**config.mk**
```make
export PLATFORM = sky130hd
export DESIGN_NAME = full_adder_bist_flat
export DESIGN_NICKNAME = d
export VERILOG_FILES = /design/src/rtl/full_adder_bist_if.sv /design/src/rtl/full_adder_bist.sv /design/src/flat_wrapper.sv
export SDC_FILE = /design/constraint.sdc
export NUM_CORES = 1
export LEC_CHECK = 0
export CAP_MARGIN = 20
export CORE_UTILIZATION = 35
export CTS_CLUSTER_SIZE = 12
export DETAILED_ROUTE_END_ITERATION = 12
export PLACE_DENSITY = 0.64
export SLEW_MARGIN = 20
export SYNTH_ARGS = -nofsm -noshare
export SYNTH_HDL_FRONTEND = slang
export SYNTH_SLANG_ARGS = --single-unit
```
**constraint.sdc**
```tcl
create_clock -name clk -period 3.7 [get_ports clk]
set_input_delay 0.74 -clock clk [delete_from_list [all_inputs] [get_ports clk]]
set_output_delay 0.74 -clock clk [all_outputs]
set_load 0.01 [all_outputs]
```
**src/rtl/full_adder_bist_if.sv**
```systemverilog
// Operand/result bus between the BIST exerciser and the adder under test.
// master drives operands, slave returns sum/carry.
interface full_adder_bist_if #(
  parameter int WIDTH = 1
);
  logic [WIDTH-1:0] a;
  logic [WIDTH-1:0] b;
  logic             cin;
  logic [WIDTH-1:0] sum;
  logic             cout;

  modport master (
    output a, b, cin,
    input  sum, cout
  );

  modport slave (
    input  a, b, cin,
    output sum, cout
  );
endinterface

```
**src/rtl/full_adder_bist.sv**
```systemverilog
// Exhaustive on-chip exerciser for a WIDTH-bit adder: sweeps {a,b,cin},
// compares {cout,sum} against a golden sum, reports errors and first failure.
module full_adder_bist #(
  parameter int WIDTH  = 1,
  parameter int SETTLE = 1
) (
  input  logic                 clk,
  input  logic                 rst,
  input  logic                 start,
  full_adder_bist_if.master    ad,
  output logic                 busy,
  output logic                 done,
  output logic                 pass,
  output logic [2*WIDTH+1:0]   err_count,
  output logic [2*WIDTH:0]     fail_vec
);

  localparam int VW = 2*WIDTH+1;
  localparam int EW = 2*WIDTH+2;
  localparam int GW = WIDTH+1;
  localparam int CW = (SETTLE > 1) ? $clog2(SETTLE) : 1;
  localparam logic [CW-1:0] CNT_INIT = CW'(SETTLE-1);

  typedef enum logic [1:0] {
    S_IDLE,
    S_WAIT,
    S_CHECK,
    S_DONE
  } state_t;

  state_t        state, state_n;
  logic [VW-1:0] vec;
  logic [CW-1:0] cnt;
  logic [GW-1:0] golden;
  logic [GW-1:0] got;
  logic          mismatch;
  logic          last;
  logic          launch;

  assign ad.a   = vec[VW-1:WIDTH+1];
  assign ad.b   = vec[WIDTH:1];
  assign ad.cin = vec[0];

  // golden kept at WIDTH+1 bits so the carry is compared too
  assign golden = {1'b0, vec[VW-1:WIDTH+1]}
                + {1'b0, vec[WIDTH:1]}
                + GW'(vec[0]);
  assign got      = {ad.cout, ad.sum};
  assign mismatch = (got != golden);
  assign last     = &vec;
  assign pass     = done && (err_count == '0);

  always_ff @(posedge clk) begin
    if (rst) state <= S_IDLE;
    else     state <= state_n;
  end

  always_comb begin
    state_n = state;
    launch  = 1'b0;
    busy    = 1'b0;
    done    = 1'b0;
    unique case (state)
      S_IDLE: begin
        if (start) begin
          launch  = 1'b1;
          state_n = S_WAIT;
        end
      end
      S_WAIT: begin
        busy = 1'b1;
        if (cnt == '0) state_n = S_CHECK;
      end
      S_CHECK: begin
        busy    = 1'b1;
        state_n = last ? S_DONE : S_WAIT;
      end
      S_DONE: begin
        done = 1'b1;
        if (start) begin
          launch  = 1'b1;
          state_n = S_WAIT;
        end
      end
      default: state_n = S_IDLE;
    endcase
  end

  always_ff @(posedge clk) begin
    if (rst) begin
      vec       <= '0;
      cnt       <= '0;
      err_count <= '0;
      fail_vec  <= '0;
    end else if (launch) begin
      vec       <= '0;
      cnt       <= CNT_INIT;
      err_count <= '0;
      fail_vec  <= '0;
    end else if (state == S_WAIT) begin
      if (cnt != '0) cnt <= cnt - CW'(1);
    end else if (state == S_CHECK) begin
      if (mismatch) begin
        err_count <= err_count + EW'(1);
        if (err_count == '0) fail_vec <= vec;
      end
      if (!last) begin
        vec <= vec + VW'(1);
        cnt <= CNT_INIT;
      end
    end
  end

endmodule

```
**src/flat_wrapper.sv**
```systemverilog
// flat-port wrapper written by rule: the top's interface ports become plain ports
module full_adder_bist_flat 
#(
  parameter int WIDTH  = 1,
  parameter int SETTLE = 1
)
  (clk, rst, start, busy, done, pass, err_count, fail_vec, ad_a, ad_b, ad_cin, ad_sum, ad_cout);
  full_adder_bist_if #(.WIDTH(WIDTH)) ad_i ();
  input  logic clk;
  input  logic rst;
  input  logic start;
  output logic busy;
  output logic done;
  output logic pass;
  output logic [2*WIDTH+1:0] err_count;
  output logic [2*WIDTH:0] fail_vec;
  output wire logic [$bits(ad_i.a)-1:0] ad_a;
  output wire logic [$bits(ad_i.b)-1:0] ad_b;
  output wire logic [$bits(ad_i.cin)-1:0] ad_cin;
  input wire logic [$bits(ad_i.sum)-1:0] ad_sum;
  input wire logic [$bits(ad_i.cout)-1:0] ad_cout;
  assign ad_a = ad_i.a;
  assign ad_b = ad_i.b;
  assign ad_cin = ad_i.cin;
  assign ad_i.sum = ad_sum;
  assign ad_i.cout = ad_cout;
  full_adder_bist #(.WIDTH(WIDTH), .SETTLE(SETTLE)) u_core (.clk(clk), .rst(rst), .start(start), .ad(ad_i), .busy(busy), .done(done), .pass(pass), .err_count(err_count), .fail_vec(fail_vec));
endmodule
```
# Word level (Yosys, flattened, before mapping)

Cells that the tools add are included.
Widths: inputs -> output; s select.

Word-level logic and storage cells: 44
Bits of input ports: 5
Bits in registers: 13
Output and inout bits: 13

Bitwise gates (word level): 2
Add/subtract/negate cells: 5
Muxes and demuxes: 12
Equality and inequality tests: 7
Reduce and logical (&&, ||, !) cells: 13

Operators with widths:

| kind                | count |
|---|---|
| $reduce_and 3->1    | 3 |
| $mux 1              | 8 |
| $mux 2              | 3 |
| $pmux 2 s3          | 1 |
| $reduce_or 2->1     | 3 |
| $add 4x1->4 const B | 1 |
| $eq 2x2->1 const B  | 2 |
| $logic_not 4->1     | 1 |
| $ne 2x2->1 const B  | 2 |
| $reduce_and 2->1    | 2 |
| $reduce_and 4->1    | 1 |
| $add 3x1->3 const B | 1 |
| $add 1x1->2         | 1 |
| $add 2x1->2         | 1 |
| $eq 2x1->1 const B  | 1 |
| $logic_not 2->1     | 1 |
| $ne 2x1->1 const B  | 1 |
| $ne 2x2->1          | 1 |
| $not 1->1           | 2 |
| $reduce_bool 2->1   | 1 |
| $logic_and 1x1->1   | 1 |
| $sub 1x1->1 const B | 1 |

# Logic depth before layout (Yosys ltp)

Gate-level depths: netlist of run 1.

Word-level depth: 4
Depth in mapped cells: 6

# Worst setup path after synthesis of run 1

No wires, ideal clock.

Path kind: register to register
Start point: reg u_core.vec[0]
End point: reg u_core.fail_vec[0]
Setup time: 72 ps
Period minus slack after synthesis: 1839 ps
Stages on the path, launching flop included: 6
Buffers on the path: 0
Path slack: 1861 ps
Arrival: 1768 ps
Cells stage by stage: dfxtp_1 inv_1 fa_1 xor2_2 a211oi_4 mux2i_1

Word-level cells in the longest chain between the ends: 3

RTL lines:

| what                       | line                   | source |
|---|---|---|
| start, declared            | full_adder_bist.sv:32  | `logic [VW-1:0] vec;` |
| start signal, assigned     | full_adder_bist.sv:108 | `vec <= vec + VW'(1);` |
| $add 2x1->2                | full_adder_bist.sv:47  | `+ GW'(vec[0]);` |
| $ne 2x2->1                 | full_adder_bist.sv:49  | `assign mismatch = (got != golden);` |
| $reduce_and 4->1 (no line) | n/a                    |  |
| end signal, assigned       | full_adder_bist.sv:105 | `if (err_count == '0) fail_vec <= vec;` |
| end, declared              | full_adder_bist.sv:15  | `output logic [2*WIDTH:0] fail_vec` |

Parallel ways exist; a longest one is shown, timed or not.
A chain may end at the register's enable or synchronous reset.

# Final worst setup path of run 1

Start point: reg u_core.err_count[0]
End point: out pass

Word-level cells in the longest chain between the ends: 2

RTL lines:

| what                   | line                   | source |
|---|---|---|
| start, declared        | full_adder_bist.sv:14  | `output logic [2*WIDTH+1:0] err_count,` |
| start signal, assigned | full_adder_bist.sv:104 | `err_count <= err_count + EW'(1);` |
| $logic_not 4->1        | full_adder_bist.sv:51  | `assign pass = done && (err_count == '0);` |
| $logic_and 1x1->1      | full_adder_bist.sv:51  |  |
| end, declared          | flat_wrapper.sv:14     | `output logic pass;` |

No other way between the ends.

==> PnR_summary.wiki, run 1 <==
{| class="wikitable"
! Metric !! Value
|-
| PD cells || 499 mW/mm^2
|-
| Number of buffers added on ports || 17
|-
| Maximum ir drop on the vdd rail || 0.239 mV
|-
| # resized after CTS || 0
|-
| Critical-path maximum fanout || 5
|-
| P&R area growth vs syn || 32.7%
|-
| Relative contribution of sequential cells to total power || 33.6%
|-
| First-pass DRT Iterations || 4
|-
| Cell leakage power || 0.346 nW
|-
| Post-synthesis sequential area ratio || 33.6%
|-
| Post-DP HPWL || 1.12 mm
|-
| Worst clock skew || 1.14 ps
|-
| Period utilisation layout || 65.0%
|-
| Average wire per standard cell || 11.9 microns
|-
| Delay of the slowest cell on the worst path || 470 ps
|-
| Worst EP arrival || 1660 ps
|-
| Most frequent standard cell in the layout excluding fill and tap cells || clkdlybuf4s50_1
|-
| Combinational fraction of design power || 44.0%
|-
| CTS max path bufs || 2
|-
| Netlist area before placement || 714 sq um
|-
| Initial antenna violation count || 0
|-
| Number of top-level design ports || 18
|-
| Power Internal || 0.302 mW
|-
| Crit start category || flop
|-
| Synthesized netlist cell count || 77
|-
| Buffer count from post-CTS setup fixing || 0
|-
| Clock latency of the later-clocked register in the worst-skew pair || 270 ps
|-
| Number of vias per cell || 4.87
|-
| Total Routed Length || 1.45 mm
|-
| Share of the core filled with cells in the final layout || 52.1%
|-
| Drt drc || 0
|-
| CORE AREA || 0.00182 sq mm
|-
| Worst reg2reg path startpoint || u_core.vec[0]
|-
| Endpoint class of the critical path || output pin
|-
| CP Data Required Time || 2960 ps
|-
| Capture endpoint of the worst hold path || u_core.fail_vec[2]
|-
| Hold-fix buffers at CTS || 0
|-
| HP Start || u_core.fail_vec[2]
|-
| 1st-iter DRT viols || 5
|-
| Endpoint of the most critical register-to-register path || u_core.err_count[0]
|-
| #FFs+latches synth || 12
|-
| Number of cells on the worst hold path || 2
|-
| Max-slew violation count || 0
|-
| Routability congestion estimate from global placement || 0.674
|-
| Cell variety after synth || 26
|-
| Tmin final || 2400 ps
|-
| Antenna diode count || 0
|-
| Switching power || 0.172 mW
|-
| Ratio of cells with drive above 1 in the final layout || 9.28%
|-
| Setup TNS Final || 0 ps
|-
| First-pass GRT wire length || 2.41 mm
|-
| Sinks on the clock net || 12
|-
| Average size of a mapped cell || 9.28 sq um
|-
| R2r setup slk || 1760 ps
|-
| Actual slew at the worst max-slew pin || 838 ps
|-
| Number of cell instances on the worst register-to-register path || 5
|-
| Overall die area || 0.00223 sq mm
|-
| Count of vias placed by the detailed router || 594
|-
| Effective utilization at floorplan || 39.2%
|-
| Maximum number of pins on one net before global-route repair || 13
|-
| Part of the total power dissipated in the clock network || 22.4%
|-
| Worst slew slack as a fraction of its limit || 44.1%
|-
| GRT Overall Usage || 15.8%
|-
| Critical path's slowest cell || clkdlybuf4s50_1
|-
| Sw Share || 36.3%
|-
| Die Span X || 47.2 microns
|-
| Cell Chain, Critical Path || inv_1 -> ha_1 -> and4bb_2 -> clkdlybuf4s50_1
|-
| H-tree depth || 1
|-
| Outcome || finished, final reports clean
|-
| Worst min path class || reg -> reg
|-
| Clock buffer count from CTS || 3
|-
| Remaining number of nets flagged by the antenna check after routing || 0
|-
| Final setup fails || 0
|-
| Reg clk slew, reported paths || 80 ps
|-
| Placement Rows || 15
|-
| Final Net Count || 111
|-
| Total congestion overflow after global routing || 0
|-
| Clock tree from TritonCTS || done
|-
| Final Hold Vio Count || 0
|-
| Setup Crit Path Kind || reg -> out
|-
| Synth Net Count || 90
|-
| Count of maximum capacitance violations || 0
|-
| Cell at the root of the clock tree || clkbuf_4
|-
| Highest-count cells in the layout ignoring fill and taps || clkdlybuf4s50_1, nand2_1, dfxtp_1, inv_1
|-
| DIE HEIGHT || 47.2 microns
|-
| RSZ-0062 raised after global routing || false
|-
| Via count of the first global-routing pass || 571
|-
| Warning count from the yosys run || 0
|-
| Highest clock rate || 0.416 GHz
|}
flip-flops by register name, indices dropped and copies added, names as in the netlist:
register          cells
u_core.fail_vec       3
u_core.err_count      4
u_core.state          2
u_core.vec            3
per-layer routing:
| layer | GRT usage [%] | routed length (microns) | vias to the layer above |
|---|---|---|---|
| met4 | 12.6 | 27 | 0 |
| met1 | 18.2 | 635 | 273 |
| met5 | 0 | 0 | - |
| met3 | 3.46 | 84 | 4 |
| met2 | 25.0 | 705 | 14 |
| li1 | - | - | 303 |
layout make-up:
cell class | instances | area, sq um
inverter | 9 | 33.8
tap | 25 | 31.3
clock buffer | 4 | 36.3
timing repair buffer | 17 | 170
multi-input combinational | 55 | 437
sequential | 12 | 240
fill | 193 | 872
synth_stat cells:
| cell type | instances | area share, % |
|---|---|---|
| a21oi_1 | 4 | 2.8 |
| xor2_2 | 1 | 2.3 |
| nor3b_2 | 1 | 1.8 |
| or2_0 | 1 | 0.88 |
| a211oi_4 | 1 | 2.8 |
| ha_1 | 7 | 12 |
| xor2_1 | 1 | 1.2 |
| fa_1 | 1 | 2.8 |
| mux2i_1 | 7 | 9.8 |
| o21ai_0 | 1 | 0.70 |
| nand2_1 | 13 | 6.8 |
| inv_1 | 9 | 4.7 |
| a31oi_1 | 1 | 0.88 |
| nand3_1 | 1 | 0.70 |
| and4bb_2 | 1 | 1.8 |
| o21ai_1 | 2 | 1.4 |
| nand4_1 | 1 | 0.88 |
| a211oi_1 | 1 | 1.1 |
| a21o_1 | 1 | 1.1 |
| nand2b_1 | 1 | 0.88 |
| or4b_4 | 1 | 1.9 |
| clkbuf_1 | 1 | 0.52 |
| a2111o_1 | 2 | 3.2 |
| dfxtp_1 | 12 | 34 |
| xnor2_1 | 1 | 1.2 |
| nor2_1 | 4 | 2.1 |
worst max-delay path, delay by kind of cell, from the launching register on:
| family | cells | cell delay (ps) |
|---|---|---|
| flops | 1 | 400 |
| simple gates | 1 | 220 |
| buf+inv | 2 | 560 |
| fa+ha+maj | 1 | 220 |
power groups by stage:
stage | clock network (mW) | logic, mW | registers (mW)
final | 0.106 | 0.208 | 0.159
after global routing | 0.117 | 0.227 | 0.162
after CTS | 0.111 | 0.211 | 0.159
after detailed placement | 0 | 0.210 | 0.162
after global placement | 0 | 0.205 | 0.163
after floorplan | 0 | 0.142 | 0.161
logic make-up (layout without fill, tap and decap cells):
kind of cell    after synthesis  in the layout  share of synthesized area (%)
buf+inv                      10             30                           5.25
simple gates                 24             24                           17.7
flops                        12             12                           33.6
xor+xnor                      3              3                           4.73
mux                           7              7                           9.81
fa+ha+maj                     8              8                           15.1
compound gates               13             13                           13.8
through the flow:
stage | std cells | setup WS (ps) | power [mW] | hold slack (ps) | instance area (sq um)
floorplan | 77 | 1860 | 0.303 | 479 | 714
global placement | 118 | 1490 | 0.368 | 450 | 912
detailed placement | 118 | 1420 | 0.372 | 454 | 912
CTS | 122 | 1270 | 0.481 | 466 | 948
global route | 122 | 1200 | 0.506 | 507 | 948
finish | 122 | 1300 | 0.474 | 465 | 948
how the worst max path moves through the flow:
stage                          end  cells past startpoint  slack, ps                 from
2_1_floorplan   u_core.fail_vec[0]                      5       1860        u_core.vec[0]
3_3_place_gp    u_core.fail_vec[0]                      4       1490                start
3_5_place_dp   u_core.err_count[0]                      4       1420                start
4_1_cts                       pass                      4       1270  u_core.err_count[0]
5_1_grt                       pass                      4       1200  u_core.err_count[0]
6_report                      pass                      4       1300  u_core.err_count[0]
(Power assumes the default switching activity.)
==> run 2, diff against run 1 <==
--- a/config.mk
+++ b/config.mk
@@ -9,7 +9,7 @@
 export CORE_UTILIZATION = 35
 export CTS_CLUSTER_SIZE = 12
 export DETAILED_ROUTE_END_ITERATION = 12
-export PLACE_DENSITY = 0.64
+export PLACE_DENSITY = 0.67
 export SLEW_MARGIN = 20
 export SYNTH_ARGS = -nofsm -noshare
 export SYNTH_HDL_FRONTEND = slang
==> constraint.sdc (replaced) <==
create_clock -name clk -period 2.1 [get_ports clk]
set_input_delay 0.42 -clock clk [delete_from_list [all_inputs] [get_ports clk]]
set_output_delay 0.42 -clock clk [all_outputs]
set_load 0.01 [all_outputs]
==> run 2 against run 1 <==
Effect of this change: cell count is 2.5% higher; sequential cell count stayed put; first-iteration DRC count is 20% lower.
==> PnR_summary.wiki, run 2 (synthesis results as in run 1) <==
{| class="wikitable"
! Metric !! Value
|-
| Buffer count from post-CTS setup fixing || 0 (unchanged)
|-
| Sequential Area || 243 sq um (+1.0%)
|-
| CP Data Required Time || 1680 ps (-1280 ps)
|-
| Drt drc || 0 (unchanged)
|-
| Cell at the root of the clock tree || clkbuf_4
|-
| Largest registers || u_core.err_count x4, u_core.fail_vec x3, u_core.vec x3
|-
| CORE AREA || 0.00182 sq mm (unchanged)
|-
| Via count of the first global-routing pass || 541 (-5.3%)
|-
| Setup Crit Path Kind || reg -> out
|-
| Maximum ir drop on the vdd rail || 0.499 mV (+110%)
|-
| Worst clock skew || 5.20 ps (+4.06 ps)
|-
| Placement Rows || 15 (unchanged)
|-
| Worst EP arrival || 1590 ps (-70 ps)
|-
| Period utilisation layout || 95.7%
|-
| Final Hold Vio Count || 0 (unchanged)
|-
| Die Span X || 47.2 microns (unchanged)
|-
| Crit start category || flop
|-
| Post-DP HPWL || 1.09 mm (-2.1%)
|-
| Worst min path class || reg -> reg
|-
| Reg clk slew, reported paths || 70 ps (about the same)
|-
| Number of cell instances on the worst register-to-register path || 5 (unchanged)
|-
| Effective utilization at floorplan || 39.2% (unchanged)
|-
| Clock buffer count from CTS || 3 (unchanged)
|-
| DIE HEIGHT || 47.2 microns (unchanged)
|-
| Count of maximum capacitance violations || 0 (unchanged)
|-
| Total congestion overflow after global routing || 0 (unchanged)
|-
| Critical path's slowest cell || clkdlybuf4s50_1
|-
| Outcome || finished, final reports clean
|-
| P&R area growth vs syn || 36.6%
|-
| # resized after CTS || 0 (unchanged)
|-
| Highest clock rate || 0.498 GHz
|-
| Delay of the slowest cell on the worst path || 470 ps (about the same)
|-
| Critical-path maximum fanout || 5 (unchanged)
|-
| Endpoint class of the critical path || output pin
|-
| Clock latency of the later-clocked register in the worst-skew pair || 270 ps (about the same)
|-
| Number of vias per cell || 4.82 (-1.1%)
|-
| Number of buffers added on ports || 17 (unchanged)
|-
| Final Net Count || 114 (+2.7%)
|-
| Clock tree from TritonCTS || done
|-
| Sinks on the clock net || 12 (unchanged)
|-
| Endpoint of the most critical register-to-register path || u_core.fail_vec[1]
|-
| Cell leakage power || 0.373 nW (+7.9%)
|-
| Initial antenna violation count || 0 (unchanged)
|-
| First-pass DRT Iterations || 4 (unchanged)
|-
| HP Start || u_core.fail_vec[2]
|-
| Tmin final || 2010 ps
|-
| Maximum number of pins on one net before global-route repair || 13 (unchanged)
|-
| PD cells || 852 mW/mm^2 (+71%)
|-
| Total area of multi-input combinational cells || 437 sq um (unchanged)
|-
| CTS max path bufs || 2 (unchanged)
|-
| Overall die area || 0.00223 sq mm (unchanged)
|-
| Final setup fails || 0 (unchanged)
|-
| First-pass GRT wire length || 2.15 mm (-11%)
|-
| Setup TNS Final || 0 ps (unchanged)
|-
| R2r setup slk || 200 ps (-1560 ps)
|-
| Worst slew slack as a fraction of its limit || 75.4% (+31 points)
|-
| Most flops, register || u_core.err_count
|-
| Max-slew violation count || 0 (unchanged)
|-
| Highest-count cells in the layout ignoring fill and taps || clkdlybuf4s50_1, nand2_1, dfxtp_1, inv_1
|-
| Most frequent standard cell in the layout excluding fill and tap cells || clkdlybuf4s50_1
|-
| Antenna diode count || 0 (unchanged)
|-
| Average wire per standard cell || 10.8 microns (-8.9%)
|-
| Number of filler cells placed in the layout || 178 (-7.8%)
|-
| Ratio of cells with drive above 1 in the final layout || 14.0% (+4.7 points)
|-
| Design Power || 0.832 mW (+76%)
|-
| Hold-fix buffers at CTS || 0 (unchanged)
|-
| H-tree depth || 1 (unchanged)
|-
| Count of vias placed by the detailed router || 602 (+1.3%)
|-
| Remaining number of nets flagged by the antenna check after routing || 0 (unchanged)
|-
| Number of cells on the worst hold path || 2 (unchanged)
|-
| Number of top-level design ports || 18 (unchanged)
|-
| RSZ-0062 raised after global routing || false
|-
| Worst reg2reg path startpoint || u_core.vec[0]
|-
| Cell Chain, Critical Path || inv_1 -> ha_1 -> and4bb_2 -> clkdlybuf4s50_1
|-
| 1st-iter DRT viols || 4 (-1)
|-
| Routability congestion estimate from global placement || 0.702 (+4.2%)
|-
| GRT Overall Usage || 14.5% (-1.3 points)
|-
| Actual slew at the worst max-slew pin || 368 ps (-470 ps)
|-
| Capture endpoint of the worst hold path || u_core.fail_vec[2]
|-
| Total Routed Length || 1.36 mm (-6.6%)
|-
| Number of flip-flops under the largest register name || 4 (unchanged)
|}
[run 2: worst max-delay path, delay by kind of cell (launching register included)]
family,cells,cell delay (ps)
buffers and inverters,2,530
adder cells (fa/ha/maj),1,190
AND/OR/NAND/NOR,1,210
flip-flops,1,390
[run 2: per-stage QoR]
step                hold WS [ps]  instances  worst slack, ps  cell area, sq um  utilization, %
finish                       459        125             90.1               976            53.6
global route                 487        125             15.9               976            53.6
CTS                          467        125             1.83               971            53.3
detailed placement           456        121              212               935            51.3
global placement             443        121              266               935            51.3
floorplan                    479         77              261               714               -
[run 2: area by class of cell]
class                   instances  share of cell area, %
well taps                      25                   3.21
flip-flops and latches         12                   24.9
repair buffers                 20                   20.0
clock buffers                   4                   3.72
inverters                       9                   3.46
multi-input cells              55                   44.7
[run 2: how the worst max path moves through the flow]
stage,cells after the start,from,to
after floorplan,5,u_core.vec[0],u_core.fail_vec[0]
after global placement,5,u_core.vec[0],u_core.fail_vec[0]
after detailed placement,5,u_core.vec[0],u_core.fail_vec[0]
after CTS,4,u_core.state[0],busy
after global routing,4,u_core.err_count[1],pass
final,4,u_core.err_count[1],pass
[run 2: routing by layer]
metal	global-route usage (%)	up-vias	part of all wire, %
met1	16.4	276	44
met3	2.31	2	4.5
met4	10.3	0	0.88
li1	-	310	-
met2	24.7	14	50
met5	0	-	0
[run 2: power by group]
group	switching [mW]	internal [mW]	leakage, nW
sequential	0.0258	0.255	0.0980
combinational	0.192	0.176	0.254
clock	0.0770	0.105	0.0210
==> run 3, diff against run 2 <==
--- a/config.mk
+++ b/config.mk
@@ -5,7 +5,6 @@
 export SDC_FILE = /design/constraint.sdc
 export NUM_CORES = 1
 export LEC_CHECK = 0
-export CAP_MARGIN = 20
 export CORE_UTILIZATION = 35
 export CTS_CLUSTER_SIZE = 12
 export DETAILED_ROUTE_END_ITERATION = 12
==> results of run 3 <==
No change in the layout: final DEF, timing and power equal those of run 2.
==> RTL edit 1, RTL diff (flow settings as in run 3) <==
Re-encode `state_t` (4 states) as one-hot, 4 bits wide.
--- a/src/rtl/full_adder_bist.sv
+++ b/src/rtl/full_adder_bist.sv
@@ -21,11 +21,11 @@
   localparam int CW = (SETTLE > 1) ? $clog2(SETTLE) : 1;
   localparam logic [CW-1:0] CNT_INIT = CW'(SETTLE-1);
 
-  typedef enum logic [1:0] {
-    S_IDLE,
-    S_WAIT,
-    S_CHECK,
-    S_DONE
+  typedef enum logic [3:0] {
+    S_IDLE  = 4'b0001,
+    S_WAIT  = 4'b0010,
+    S_CHECK = 4'b0100,
+    S_DONE  = 4'b1000
   } state_t;
 
   state_t        state, state_n;
Behaviour: no difference found for any inputs over 10 cycles, from zero or initial values and one cycle with rst high; not proved beyond that.
==> RTL edit 1 against run 3 <==
  * Total power is 35% lower
  * Critical path depth shrank 1
  * Global-route usage grew 0.46 points
  * Register-to-register slack worse by 0.03 ns
  * Wire length is 41% higher
  * Clock skew decreased by 0.0032 ns
  * Sequential cell count increased by 2
  * Cell area is 23% higher
  * First-iteration DRC count rose to 3.3 times the old value
  * Die area is 31% higher
  * Final cell count is 29% higher
  * Synthesized area is 32% higher
  * Setup slack got worse by 0.017 ns
  * Clock power is 12% higher
  * Largest power group is now registers
==> RTL edit 1: results (changes against run 3) <==
outcome: "completed"
met3_usage_pct: 2.542  # +0.23 points
grt_max_degree: 16  # +3
swShare_pct: 25.42  # -10 points
vias: 835  # +39%
slew_headroom_pct: 62.44  # -13 points
synth_fa_ha_area_share_pct: 7.417  # -7.6 points
n_antenna_cell: 0  # unchanged
track_usage_pct: 14.95  # +0.46 points
r2r_slack_ns: 0.17  # -0.03 ns
place_hpwl_um: 1412  # +29%
fin_hold_ws_ns: 0.5552  # +0.09573 ns
hp-class: "reg2reg"
crit_end: "pass"
synth_compound_area_share_pct: 18.54  # +4.7 points
drtIter0Drc: 13  # +9
clockRootBuffer: "clkbuf_4"
synthTopCellsByCount: "o21ai_0, dfxtp_1, nor2b_1"
dr.pass1.iters: 6  # +2
synth_cell_types: 32  # +23%
grt_pass1_vias: 689  # +27%
layoutNonFillerInstCount: 161  # +29%
antenna_found_initial: 0  # unchanged
nNetsFinal: 142  # +25%
postPlaceCellArea_um2: 1142  # +22%
critPathTopFamily: "buffers and inverters"
grt_pass1_wl_um: 3132  # +46%
syn_nets: 123  # +37%
skew_ns: 0.001966  # -0.003239 ns
cp_max_fo: 2  # -3
p_leak_uw: 0.0004080  # +9.4%
async_reset_ff_share_pct: 0  # unchanged
synth-xor-area-share_pct: 4.636  # -0.093 points
largestRegisters: "u_core.err_count: 4 flops, u_core.state: 4 flops"
use_met2_pct: 23.87  # -0.85 points
slowest_delay_ns: 0.52  # +0.05 ns
ys_seq_area_share_pct: 29.67  # -4.0 points
reg2reg_to: "u_core.fail_vec[0]"
vdd_ir_drop_max_v: 0.0002606  # -48%
synthTopCellsByArea: "dfxtp_1, o21ai_0, mux2i_1"
grt_use_met1_pct: 19.49  # +3.1 points
crit_start: "u_core.state[2]"
avgSynthCellArea_um2: 8.360  # -9.9%
slowest_stage: "clkdlybuf4s50_1"
post_route_cells_drive_above_1_share_pct: 12.21  # -1.8 points
globalplace.congestion: 0.7332  # +4.4%
htreeDepth: 1  # unchanged
port_buffers: 17  # unchanged
clk_pin_slew_worst_paths_ns: 0.09  # +0.02 ns
synth_mux_area_share_pct: 7.417  # -2.4 points
avgRoutedWirePerCell_um: 11.90  # +9.7%
clk_path_buf_depth: 2  # unchanged
clk_latency_ns: 0.28
## RTL edit 1: changes by cell type after synthesis, sizes merged, moves of 3 or more
| cell | before | now |
|---|---|---|
| buf | 0 | 5 |
| clkbuf | 1 | 4 |
| ha | 7 | 4 |
| nand2 | 13 | 2 |
| nand3 | 1 | 4 |
| nor2b | 0 | 11 |
| nor3 | 0 | 3 |
| o21ai | 3 | 18 |
| or3b | 0 | 3 |
## RTL edit 1: kinds of logic after synthesis
logic type,Yosys count
AO/OA/AOI/OAI,29
XOR/XNOR,5
adder cells (fa/ha/maj),5
buffers and inverters,17
flip-flops,14
multiplexers,7
AND/OR/NAND/NOR,36
## RTL edit 1: worst min-delay path by stage
| stage | depth (start not counted) | end | startpoint |
|---|---|---|---|
| after global placement | 2 | u_core.vec[0] | u_core.vec[0] |
| final | 2 | u_core.vec[0] | u_core.vec[0] |
| after CTS | 2 | u_core.vec[0] | u_core.vec[0] |
| after global routing | 2 | u_core.vec[1] | u_core.vec[1] |
| after detailed placement | 2 | u_core.vec[0] | u_core.vec[0] |
| after floorplan | 2 | u_core.state[2] | u_core.state[0] |
## RTL edit 1: final cells by class
cell class	count	area (um^2)
timing repair buffer	23	217.7
sequential	14	280.3
clock buffer	4	36.28
multi-input combinational	82	594.3
inverter	8	30.03
fill	255	1326
tap	30	37.54
## RTL edit 1: tightest hold or removal path, delay by kind of cell, from the launching register on
| kind | cells | cell delay (ns) |
|---|---|---|
| flops | 1 | 0.36 |
| compound gates | 2 | 0.15 |
## RTL edit 1: stage by stage
stage          setup WS, ns  power (uW)
2_1_floorplan        0.2859       320.1
3_3_place_gp         0.1899       336.5
3_5_place_dp         0.1558       338.0
4_1_cts             0.01999       537.2
5_1_grt            0.009389       552.7
6_report            0.07337       537.5
## RTL edit 1: per-layer routing
metal	share of wire [%]	routed length, um	vias to the layer above
met3	3.7	71	4
met1	48	929	391
met4	1.4	27	0
met5	0	0	-
met2	46	888	15
li1	-	-	425
## RTL edit 1: repair_timing
| action | in CTS | in global routing |
|---|---|---|
| setup endpoints to repair | 1 | 2 |
| resized for setup | 1 | 2 |
| hold buffers | 0 | 0 |
## RTL edit 1: power by group through the flow
stage,Combinational (uW),Clock [uW],Sequential (uW)
2_1_floorplan,44.6,0,275
3_3_place_gp,60.4,0,276
3_5_place_dp,61.7,0,276
4_1_cts,61.8,205,271
5_1_grt,68.9,212,272
6_report,62.4,203,272
==> RTL edit 2, RTL diff (settings of run 3) <==
Without the edit above. Register the output `err_count` once more, with the module's reset; this adds one clock of latency there. The other outputs are not delayed to match.
--- a/src/rtl/full_adder_bist.sv
+++ b/src/rtl/full_adder_bist.sv
@@ -28,6 +28,8 @@
     S_DONE
   } state_t;
 
+  logic [2*WIDTH+1:0] err_count_s0;
+
   state_t        state, state_n;
   logic [VW-1:0] vec;
   logic [CW-1:0] cnt;
@@ -48,7 +50,7 @@
   assign got      = {ad.cout, ad.sum};
   assign mismatch = (got != golden);
   assign last     = &vec;
-  assign pass     = done && (err_count == '0);
+  assign pass     = done && (err_count_s0 == '0);
 
   always_ff @(posedge clk) begin
     if (rst) state <= S_IDLE;
@@ -90,19 +92,19 @@
     if (rst) begin
       vec       <= '0;
       cnt       <= '0;
-      err_count <= '0;
+      err_count_s0 <= '0;
       fail_vec  <= '0;
     end else if (launch) begin
       vec       <= '0;
       cnt       <= CNT_INIT;
-      err_count <= '0;
+      err_count_s0 <= '0;
       fail_vec  <= '0;
     end else if (state == S_WAIT) begin
       if (cnt != '0) cnt <= cnt - CW'(1);
     end else if (state == S_CHECK) begin
       if (mismatch) begin
-        err_count <= err_count + EW'(1);
-        if (err_count == '0) fail_vec <= vec;
+        err_count_s0 <= err_count_s0 + EW'(1);
+        if (err_count_s0 == '0) fail_vec <= vec;
       end
       if (!last) begin
         vec <= vec + VW'(1);
@@ -111,5 +113,13 @@
     end
   end
 
+  always_ff @(posedge clk) begin
+    if (rst) begin
+      err_count <= '0;
+    end else begin
+      err_count <= err_count_s0;
+    end
+  end
+
 endmodule
 
Behaviour: not the same (a bounded check fails within 4 cycles, from zero or initial values and one cycle with rst high).
==> RTL edit 2 against run 3 <==
  * Synthesized cell count rose by 13%
  * Sequential power is 27% higher
  * Setup slack better by 0.069 ns
  * Critical path type is now reg2reg
  * Cell area rose by 13%
  * Non-clock buffer count rose by 3
  * Via count rose by 15%
  * Final cell count is 13% higher
  * Largest cell class unchanged
  * Synthesized area is 15% higher
  * Wire length rose by 19%
  * Total power grew 14%
  * Sequential cell count increased by 4
  * Count of clock-buffer cells in the layout stayed put
  * Sequential share of layout area grew 4.3 points
==> RTL edit 2: results (changes against run 3) <==
routed_wl_um: 1613  # +19%
ys_seq_area_share_pct: 38.85  # +5.2 points
r2r-start: "u_core.vec[0]"
cp_max_fo: 3  # -2
grt_pass1_vias: 671  # +24%
r2r_slack_ns: 0.16  # -0.04 ns
largestRegisters: "u_core.err_count: 4 flops, u_core.err_count_s0: 4 flops"
synthTopCellsByArea: "dfxtp_1, ha_1, mux2i_1"
synth_fa_ha_area_share_pct: 14.57  # -0.49 points
ant_nets: 0  # unchanged
reg2reg_to: "u_core.fail_vec[1]"
antenna_found_initial: 0  # unchanged
critPathTopFamily: "compound AO/OA/AOI/OAI gates"
globalplace.congestion: 0.8554  # +22%
syn_nets: 101  # +12%
worst-slew-pin-transition_ns: 0.5488  # +0.1808 ns
slowest_stage: "a2111oi_4"
async_reset_ff_share_pct: 0  # unchanged
outcome: "completed"
holdPathEnd: "u_core.fail_vec[2]"
grt_pass1_wl_um: 2849  # +32%
dp_slack_ns: 0.1047  # -0.1073 ns
grt_max_degree: 13  # unchanged
synthTopCellsByCount: "dfxtp_1, nand2_1, inv_1"
drtIter0Drc: 11  # +7
postPlaceCellArea_um2: 1071  # +15%
track_usage_pct: 15.10  # +0.61 points
port_buffers: 17  # unchanged
post_route_cells_drive_above_1_share_pct: 13.27  # -0.73 points
synthCells: 87  # +13%
synth_cell_types: 24  # -7.7%
vdd_ir_drop_max_v: 0.0004114  # -18%
reg2reg_depth: 5  # unchanged
synth_mux_area_share_pct: 8.498  # -1.3 points
clk_pin_slew_worst_paths_ns: 0.09  # +0.02 ns
min_path_cells: 2  # unchanged
nNetsFinal: 128  # +12%
synth_compound_area_share_pct: 13.51  # -0.33 points
place_hpwl_um: 1252  # +15%
dr.pass1.iters: 2  # -2
synth-xor-area-share_pct: 3.187  # -1.5 points
slowest_delay_ns: 0.53  # +0.06 ns
nFillCells: 222  # +25%
htreeDepth: 1  # unchanged
arrival_ns: 2.17  # +0.58 ns
synth_ff_type: "dfxtp_1"
vias: 691  # +15%
cts_setup_buffers: 0  # unchanged
p_leak_uw: 0.0004248  # +14%
clk_latency_ns: 0.29  # +0.02 ns
n_antenna_cell: 0  # unchanged
skew_ns: 0.002704  # -0.002500 ns
## RTL edit 2: routing by layer
metal  track usage, %  vias to the layer above  share of wire [%]
li1                 -                      342                  -
met1            18.22                      330                 44
met2            24.00                       17                 49
met3            6.970                        2                5.8
met4            4.167                        0               0.74
met5                0                        -                  0
## RTL edit 2: final cells by class
class,instances,share of cell area (%)
Clock buffer,4,3.292
Inverter,10,3.405
Multi-Input combinational cell,60,42.00
Tap cell,28,3.178
Timing Repair Buffer,23,18.96
Sequential cell,16,29.17
## RTL edit 2: how the worst max path moves through the flow
stage	slack, ns	to	start
after floorplan	0.13	u_core.fail_vec[0]	u_core.vec[0]
after global placement	0.13	pass	u_core.err_count_s0[0]
after detailed placement	0.10	pass	u_core.err_count_s0[0]
after CTS	0.02	pass	u_core.err_count_s0[0]
after global routing	0.05	u_core.fail_vec[2]	u_core.vec[0]
final	0.16	u_core.fail_vec[1]	u_core.vec[0]
## RTL edit 2: stage by stage
stage	total power, uW	hold WS, ns	cells	util (%)
after floorplan	623.4	0.4572	87	-
after global placement	758.0	0.4442	137	48.42
after detailed placement	764.2	0.4531	137	48.42
after CTS	963.9	0.4740	141	50.00
after global routing	1020	0.5211	141	49.83
final	950.0	0.4649	141	49.83
## RTL edit 2: power by group
part           switching, uW  leakage, uW  internal (uW)  total (uW)
clock                   99.9    0.0000210            106         206
sequential              24.3     0.000130            332         357
combinational            207     0.000274            181         388
total                    331     0.000425            619         950
## RTL edit 2: worst reg2reg max path: stages, from the launching register on
cell	delay (ns)
dfxtp_1	0.34
inv_1	0.06
fa_1	0.48
xor2_1	0.23
a2111oi_4	0.53
mux2i_1	0.24
## RTL edit 2: repair_timing
action                                  4_1_cts  5_1_grt
hold buffers                                  0        0
endpoints found under the setup margin        2        1
gates resized for setup                       3        2
